<file path="src/rtl/id_ex_forward_pkg.sv">
// Shared definitions for the ID/EX pipeline register, its forwarding logic and the ALU.
// Forward select codes, ALU op codes and the ID/EX register layout live here.
package id_ex_forward_pkg;

    typedef enum logic [2:0] {
        FWD_NONE = 3'b000,
        FWD_MEM  = 3'b001,
        FWD_EX   = 3'b010
    } fwd_e;

    localparam logic [2:0] ALU_AND = 3'b000;
    localparam logic [2:0] ALU_OR  = 3'b001;
    localparam logic [2:0] ALU_ADD = 3'b010;
    localparam logic [2:0] ALU_SUB = 3'b110;
    localparam logic [2:0] ALU_SLT = 3'b111;

    typedef struct packed {
        logic [31:0] rs_data;
        logic [31:0] rt_data;
        logic [31:0] imm;
        logic [4:0]  rs;
        logic [4:0]  rt;
        logic [4:0]  rd;
        logic        uses_rs;
        logic        uses_rt;
        logic [2:0]  alu_ctrl;
        logic        alu_src;
        logic        reg_dst;
        logic        reg_write;
        logic        mem_read;
        logic        mem_write;
        logic        mem_to_reg;
    } id_ex_t;

    localparam id_ex_t ID_EX_BUBBLE = '0;

    function automatic logic [15:0] sat_inc16(input logic [15:0] val);
        return (val == 16'hFFFF) ? val : val + 16'd1;
    endfunction

endpackage

</file>
<file path="src/rtl/id_ex_forward_fwd.sv">
// Combinational forward select for one ALU operand source register.
// EX/MEM wins over MEM/WB; register 0 and unused or blocked operands never forward.
module forward_unit
    import id_ex_forward_pkg::*;
(
    input  logic       i_uses,
    input  logic       i_block,
    input  logic [4:0] i_src,
    input  logic       i_ex_wr,
    input  logic [4:0] i_ex_rd,
    input  logic       i_mem_wr,
    input  logic [4:0] i_mem_rd,
    output fwd_e       o_sel
);

    always_comb begin
        o_sel = FWD_NONE;
        if (i_uses && !i_block && (i_src != 5'd0)) begin
            if (i_ex_wr && (i_ex_rd == i_src)) begin
                o_sel = FWD_EX;
            end else if (i_mem_wr && (i_mem_rd == i_src)) begin
                o_sel = FWD_MEM;
            end
        end
    end

endmodule

</file>
<file path="src/rtl/id_ex_forward.sv">
// ID/EX pipeline register with operand forwarding selects, load-use stall detection
// and a saturating count of inserted bubbles.
module id_ex_forward
    import id_ex_forward_pkg::*;
(
    input  logic        clk_i,
    input  logic        rst_i,
    input  logic [31:0] RsData_i,
    input  logic [31:0] RtData_i,
    input  logic [31:0] Imm_i,
    input  logic [4:0]  Rs_i,
    input  logic [4:0]  Rt_i,
    input  logic [4:0]  Rd_i,
    input  logic        UsesRs_i,
    input  logic        UsesRt_i,
    input  logic [2:0]  ALUCtrl_i,
    input  logic        ALUSrc_i,
    input  logic        RegDst_i,
    input  logic        RegWrite_i,
    input  logic        MemRead_i,
    input  logic        MemWrite_i,
    input  logic        MemtoReg_i,
    input  logic        Flush_i,
    input  logic        ExRegWrite_i,
    input  logic [4:0]  ExRd_i,
    input  logic        MemRegWrite_i,
    input  logic [4:0]  MemRd_i,
    output logic [31:0] data1_o,
    output logic [31:0] data2_o,
    output logic [2:0]  ALUCtrl_o,
    output logic [2:0]  ForwardRs_o,
    output logic [2:0]  ForwardRt_o,
    output logic [31:0] StoreData_o,
    output logic [4:0]  WriteReg_o,
    output logic        RegWrite_o,
    output logic        MemRead_o,
    output logic        MemWrite_o,
    output logic        MemtoReg_o,
    output logic        Stall_o,
    output logic [15:0] BubbleCnt_o
);

    id_ex_t      r_id_ex;
    logic [15:0] r_bubble_cnt;
    id_ex_t      w_id_next;
    logic [4:0]  w_write_reg;
    logic        w_stall;
    fwd_e        w_fwd_rs;
    fwd_e        w_fwd_rt;

    always_comb begin
        w_id_next            = ID_EX_BUBBLE;
        w_id_next.rs_data    = RsData_i;
        w_id_next.rt_data    = RtData_i;
        w_id_next.imm        = Imm_i;
        w_id_next.rs         = Rs_i;
        w_id_next.rt         = Rt_i;
        w_id_next.rd         = Rd_i;
        w_id_next.uses_rs    = UsesRs_i;
        w_id_next.uses_rt    = UsesRt_i;
        w_id_next.alu_ctrl   = ALUCtrl_i;
        w_id_next.alu_src    = ALUSrc_i;
        w_id_next.reg_dst    = RegDst_i;
        w_id_next.reg_write  = RegWrite_i;
        w_id_next.mem_read   = MemRead_i;
        w_id_next.mem_write  = MemWrite_i;
        w_id_next.mem_to_reg = MemtoReg_i;
    end

    assign w_write_reg = r_id_ex.reg_dst ? r_id_ex.rd : r_id_ex.rt;

    // Load-use hazard: the load in EX cannot supply ID's operand in time.
    assign w_stall = r_id_ex.mem_read && (w_write_reg != 5'd0) &&
                     ((UsesRs_i && (Rs_i == w_write_reg)) ||
                      (UsesRt_i && (Rt_i == w_write_reg)));

    always_ff @(posedge clk_i) begin
        if (rst_i) begin
            r_id_ex      <= ID_EX_BUBBLE;
            r_bubble_cnt <= 16'd0;
        end else if (w_stall || Flush_i) begin
            r_id_ex      <= ID_EX_BUBBLE;
            r_bubble_cnt <= sat_inc16(r_bubble_cnt);
        end else begin
            r_id_ex      <= w_id_next;
        end
    end

    forward_unit u_fwd_rs (
        .i_uses   (r_id_ex.uses_rs),
        .i_block  (1'b0),
        .i_src    (r_id_ex.rs),
        .i_ex_wr  (ExRegWrite_i),
        .i_ex_rd  (ExRd_i),
        .i_mem_wr (MemRegWrite_i),
        .i_mem_rd (MemRd_i),
        .o_sel    (w_fwd_rs)
    );

    // An immediate operand replaces Rt on the ALU input, so Rt is never forwarded then.
    forward_unit u_fwd_rt (
        .i_uses   (r_id_ex.uses_rt),
        .i_block  (r_id_ex.alu_src),
        .i_src    (r_id_ex.rt),
        .i_ex_wr  (ExRegWrite_i),
        .i_ex_rd  (ExRd_i),
        .i_mem_wr (MemRegWrite_i),
        .i_mem_rd (MemRd_i),
        .o_sel    (w_fwd_rt)
    );

    assign data1_o     = r_id_ex.rs_data;
    assign data2_o     = r_id_ex.alu_src ? r_id_ex.imm : r_id_ex.rt_data;
    assign ALUCtrl_o   = r_id_ex.alu_ctrl;
    assign ForwardRs_o = w_fwd_rs;
    assign ForwardRt_o = w_fwd_rt;
    assign StoreData_o = r_id_ex.rt_data;
    assign WriteReg_o  = w_write_reg;
    assign RegWrite_o  = r_id_ex.reg_write;
    assign MemRead_o   = r_id_ex.mem_read;
    assign MemWrite_o  = r_id_ex.mem_write;
    assign MemtoReg_o  = r_id_ex.mem_to_reg;
    assign Stall_o     = w_stall;
    assign BubbleCnt_o = r_bubble_cnt;

endmodule

</file>
<file path="config.mk">
export PLATFORM = sky130hd
export DESIGN_NAME = id_ex_forward
export DESIGN_NICKNAME = d
export VERILOG_FILES = /design/src/rtl/id_ex_forward_pkg.sv /design/src/rtl/id_ex_forward_fwd.sv /design/src/rtl/id_ex_forward.sv
export SDC_FILE = /design/constraint.sdc
export NUM_CORES = 1
export LEC_CHECK = 0
export CAP_MARGIN = 20
export CORE_UTILIZATION = 41
export CTS_BUF_LIST = sky130_fd_sc_hd__clkbuf_16
export DETAILED_ROUTE_END_ITERATION = 6
export PLACE_DENSITY_LB_ADDON = 0.08
export SYNTH_ARGS = -nofsm -noshare
export SYNTH_HDL_FRONTEND = slang
export SYNTH_SLANG_ARGS = --single-unit
</file>
<file path="constraint.sdc">
create_clock -name clk_i -period 2.9 [get_ports clk_i]
set_clock_uncertainty 0.15 [all_clocks]
set_input_delay 0.29 -clock clk_i [delete_from_list [all_inputs] [get_ports clk_i]]
set_output_delay 0.29 -clock clk_i [all_outputs]
set_load 0.03 [all_outputs]
</file>
Word level (Yosys, flattened, before mapping). Cells that the tools add are included.

Add/subtract/negate cells: 1. Equal/unequal tests: 7. Muxes and demuxes: 8. Bitwise operators: 1. Reductions and logical operators: 19.

Operator list (count): 2-to-1 mux 32 bit (1); equality test 5 bit (6); adder 16 x 1 -> 16 bit, second input constant (1); equality test 16 bit, second input constant (1); nonzero test 5 bit (3); 2-to-1 mux 3 bit (4); logical AND 1 bit (11); 2-to-1 mux 5 bit (1); logical OR 1 bit (2); 2-to-1 mux 1 bit (2); AND reduction 2 bit (1); OR reduction 2 bit (1); logical NOT 1 bit (1); inverter 1 bit (1).

Bits in registers: 138. Bits of input ports: 137. Output and inout port bits: 131. Logic and storage cells: 52.

Longest topological paths before layout.
Word-level depth: 7. Depth in mapped cells: 10. Mapped depth without buffers: 7.

By module. A second synthesis with hierarchy kept.

Cell total of the unflattened synthesis: 549. Area total of the unflattened synthesis: 5649.2 um2.

By module, submodules not included: id_ex_forward (times used 1, cells each 507, area each 5308.8 um2, seq. area each 2762.6 um2); forward_unit (times used 2, cells each 21, area each 170.2 um2, seq. area each 0.0 um2).

Least setup slack after synthesis. OpenSTA, ideal clock, no wires.

Path type: reg2reg. Start point: reg r_id_ex[4] in the netlist's numbering. End point: reg r_id_ex, in the netlist ALUCtrl_o[0]. Arrival: 2.255 ns. Required time: 2.691 ns. Slack: 0.436 ns. Stages on the path, launching flop included: 11. Buffers on the path: 3. Clock period less this slack: 2.464 ns. Cell sequence: dfxtp_1 buf_6 mux2i_1 and3_2 nand3_1 nand4_2 nand2_1 nor3_4 buf_2 buf_2 and2_1.

Cells in the longest elaborated chain, start to end: 7. Elaborated cells between the ends (all ways): 11.

RTL lines: start, declared (RTL line id_ex_forward.sv:43) `id_ex_t r_id_ex;`; start signal, assigned (RTL line id_ex_forward.sv:85) `r_id_ex <= w_id_next;`; 2-to-1 mux 5 bit * (RTL line id_ex_forward.sv:70) `assign w_write_reg = r_id_ex.reg_dst ? r_id_ex.rd : r_id_ex.rt;`; equality test 5 bit (on tied branches) (RTL line id_ex_forward.sv:74, id_ex_forward.sv:75); logical AND 1 bit (on tied branches) (RTL line id_ex_forward.sv:74, id_ex_forward.sv:75); logical OR 1 bit (RTL line id_ex_forward.sv:74) `((UsesRs_i && (Rs_i == w_write_reg)) ||`; logical AND 1 bit * (RTL line id_ex_forward.sv:73) `assign w_stall = r_id_ex.mem_read && (w_write_reg != 5'd0) &&`; via Stall_o (RTL line id_ex_forward.sv:39) `output logic Stall_o,`; logical OR 1 bit * (RTL line id_ex_forward.sv:81) `end else if (w_stall || Flush_i) begin`; OR reduction 2 bit (no source line) *.

The timed path passes the listed nets; every way through them passes the cells marked *. A chain may end at the register's enable or synchronous reset.

Worst setup path after layout.
Start point: reg r_id_ex[4] in the netlist's numbering. End point: out Stall_o.

Cells in the longest elaborated chain, start to end: 5. Elaborated cells between the ends (all ways): 9.

RTL lines (RTL line): 2-to-1 mux 5 bit * (id_ex_forward.sv:70); equality test 5 bit (on tied branches) (id_ex_forward.sv:74, id_ex_forward.sv:75); logical AND 1 bit (on tied branches) (id_ex_forward.sv:74, id_ex_forward.sv:75); logical OR 1 bit (id_ex_forward.sv:74); logical AND 1 bit * (id_ex_forward.sv:73); end, declared (id_ex_forward.sv:39).

Mark *: on every way between the ends. The rest lies on a longest branch, timed or not.

==> flow_summary.ini <==
[drt]
wl_per_cell_um = 14.8
dr.pass1.iters = 6
ant_nets = 0
drt_iter0_drc = 135
drc_errors = 0
routed_wl_um = 13600
num_vias = 4121
vias_per_cell = 4.48

[critical_path]
required_ns = 2.46
path_class = flip-flop to output port
crit_fanout = 5
cpPeakStageDelay_ns = 0.47
critPathCaptureType = output port
worstPathArrival_ns = 2.31
crit_slowest_cell = dfxtp_2
crit_chain = mux2i_4 > xnor2_1 > nor4_2 > nand4_2 > nand2_1 > buf_4
startpoint_type = flip-flop

[synthesis]
synth_edf_count = 0
synth.avg_cell_area_um2 = 10.6
ys_async_sr_fraction_pct = 0
syn_area_um2 = 5590
synth_top_area_share_pct = 49.4
synth_top_area_cell = dfxtp_1
ys_types = 41
synth_area_leaders = dfxtp_1, and2_1, buf_4, mux2_2, xor2_1
ys_seq_elements = 138
synth_ff_type = dfxtp_1
ys_seq_area_share_pct = 49.4
postSynthCellCount = 528
synth_warnings = 0

[pwr]
p_per_area_nw_per_um2 = 576
ir_drop_v = 0.000407
leakage_nw = 3.40
totalPowerFinal_w = 0.00491

[place]
place_inst = 886
dpl.hpwl_um = 10400
post-place-ws_ns = 0.142
gp_congestion = 0.865
port_buffers = 265

[timing]
clock.fmax_mhz = 363
final_hold_viol_count = 0
fin_ws_ns = 0.147
setup_violations = 0
period_needed_ns = 2.75
finalMaxSlewViolations = 0
min_period_over_period_pct = 94.9
setup-tns-final_ns = 0
rsz0062_at_grt = no

[cts]
clockBufferDepth = 2
cts_root_buf = clkbuf_16
cts_setup_buffers = 0
tritoncts = done
clock_sinks = 138
cts_buffers = 17
clk_latency_ns = 0.41
path_clk_slew_ns = 0.06
htreeDepth = 4
cts.hold.buffers_added = 0

[layout]
syn2layout_area_growth_pct = 52.4
layout-drive-gt1-share_pct = 11.9
final_cells = 919
fill_cells = 1066
fin_nets = 867

[floorplanning]
num_io_pins = 268
core_um2 = 13300
dieArea_um2 = 14100
fp.dieW_um = 119
die_h_um = 119
fp-row-count = 42
initial_core_util_pct = 42.1

[status]
status = complete, no violations

[grt]
grt_first_pass_wirelength_um = 21300
grt_pass1_vias = 4342
antenna_found_initial = 1
track_usage_pct = 19.8
gr-total-overflow = 0
grt_max_degree = 106

[flow_run]
maxCapViolations = 0

[min_path]
hp-class = primary input to flip-flop
==> sequential cells by signal, summed over array words and instances, names as in the netlist, 3 cells and up <==
name,flops
ALUCtrl_o,3
BubbleCnt_o,16
StoreData_o,32
data1_o,32
r_id_ex,51
==> cell type report <==
| type | instances | area, um2 | area share, % |
|---|---|---|---|
| clock buffer | 17 | 425 | 4.99 |
| clock inverter | 15 | 198 | 2.32 |
| multi-input combinational | 292 | 2170 | 25.5 |
| antenna | 1 | 2.50 | 0.0294 |
| timing repair buffer | 271 | 2710 | 31.8 |
| tap | 176 | 220 | 2.58 |
| sequential | 138 | 2760 | 32.4 |
| inverter | 9 | 33.8 | 0.396 |
==> critical path: cells and delay by family, from the launching register on <==
family / cells / cell delay (ns)
simple gates: 3 / 0.77
flops: 1 / 0.47
mux: 1 / 0.34
buf+inv: 1 / 0.19
xor+xnor: 1 / 0.13
==> cell families after synthesis <==
logic type	count (synthesis)	share of synthesized area, %
mux	44	9.46
flops	138	49.4
fa+ha+maj	1	0.224
other cells	1	0.0670
buf+inv	99	11.9
xor+xnor	31	4.85
simple gates	194	21.4
compound gates	20	2.75
==> per-stage QoR <==
stage	hold WS (ns)	utilization (%)	instance area, um2
final	0.283	64.1	8520
after detailed placement	0.402	59.4	7900
after global placement	0.391	59.4	7900
after CTS	0.261	64.1	8520
after global routing	0.268	64.1	8520
after floorplan	0.262	-	5600
==> placed cells by master (no fill, tap or decap), drive strengths merged, types with 3 or more instances in the layout <==
master / count
nor2b: 6
clkinv: 5
and2: 122
nand4: 7
dfxtp: 138
and3: 4
xnor2: 15
nand2: 4
nor2: 17
clkbuf: 17
a31oi: 3
nand3b: 3
a21o: 3
nor4: 7
nor3b: 3
mux2: 38
clkdlybuf4s50: 263
nand3: 14
o21ai: 5
bufinv: 4
mux2i: 6
buf: 7
inv: 13
a21oi: 6
xor2: 16
==> worst paths after layout <==
kind                               start                     endpoint  slack [ns]  cells past startpoint
max                r_id_ex[4]$_SDFF_PP0_                      Stall_o        0.15                      6
min                            Imm_i[29]       r_id_ex[55]$_SDFF_PP0_        0.28                      2
max reg2reg        r_id_ex[4]$_SDFF_PP0_  BubbleCnt_o[2]$_SDFFE_PP0P_        0.33                      8
min reg2reg  BubbleCnt_o[8]$_SDFFE_PP0P_  BubbleCnt_o[8]$_SDFFE_PP0P_        0.41                      2
==> power breakdown <==
part	switching (W)	internal, W
clock	0.000815	0.00144
combinational	0.000285	0.000362
sequential	0.0000359	0.00197
total	0.00114	0.00377
==> cells in the mapped netlist (3+ instances only) <==
master and number:
mux2i_4 3, nand2_1 4, nor4_1 5, nand4_1 5
nand3b_1 3, nor2b_1 6, o21ai_0 5, dfxtp_1 138
xor2_1 16, nand3_1 14, inv_1 9, mux2_1 6
a21o_1 3, a21oi_1 6, nor2_1 17, mux2_2 32
xnor2_1 15, clkbuf_1 9, and2_1 122, buf_4 69
nor3b_1 3, buf_2 9
==> layer usage <==
layer  global-route usage (%)  up-vias  wire length (um)
met1                     19.1     1863              4890
met3                     8.64       25              1270
li1                         -     2045                 -
met5                        0        -                 0
met2                     35.6      188              7080
met4                     9.65        0               356
==> what timing repair did <==
item / CTS / global route
endpoints found under the setup margin: 1 / 1
gates resized for setup: 1 / 1
endpoints found under the hold margin: 0 / 0
Note: power is estimated with default switching activity, not from simulation.
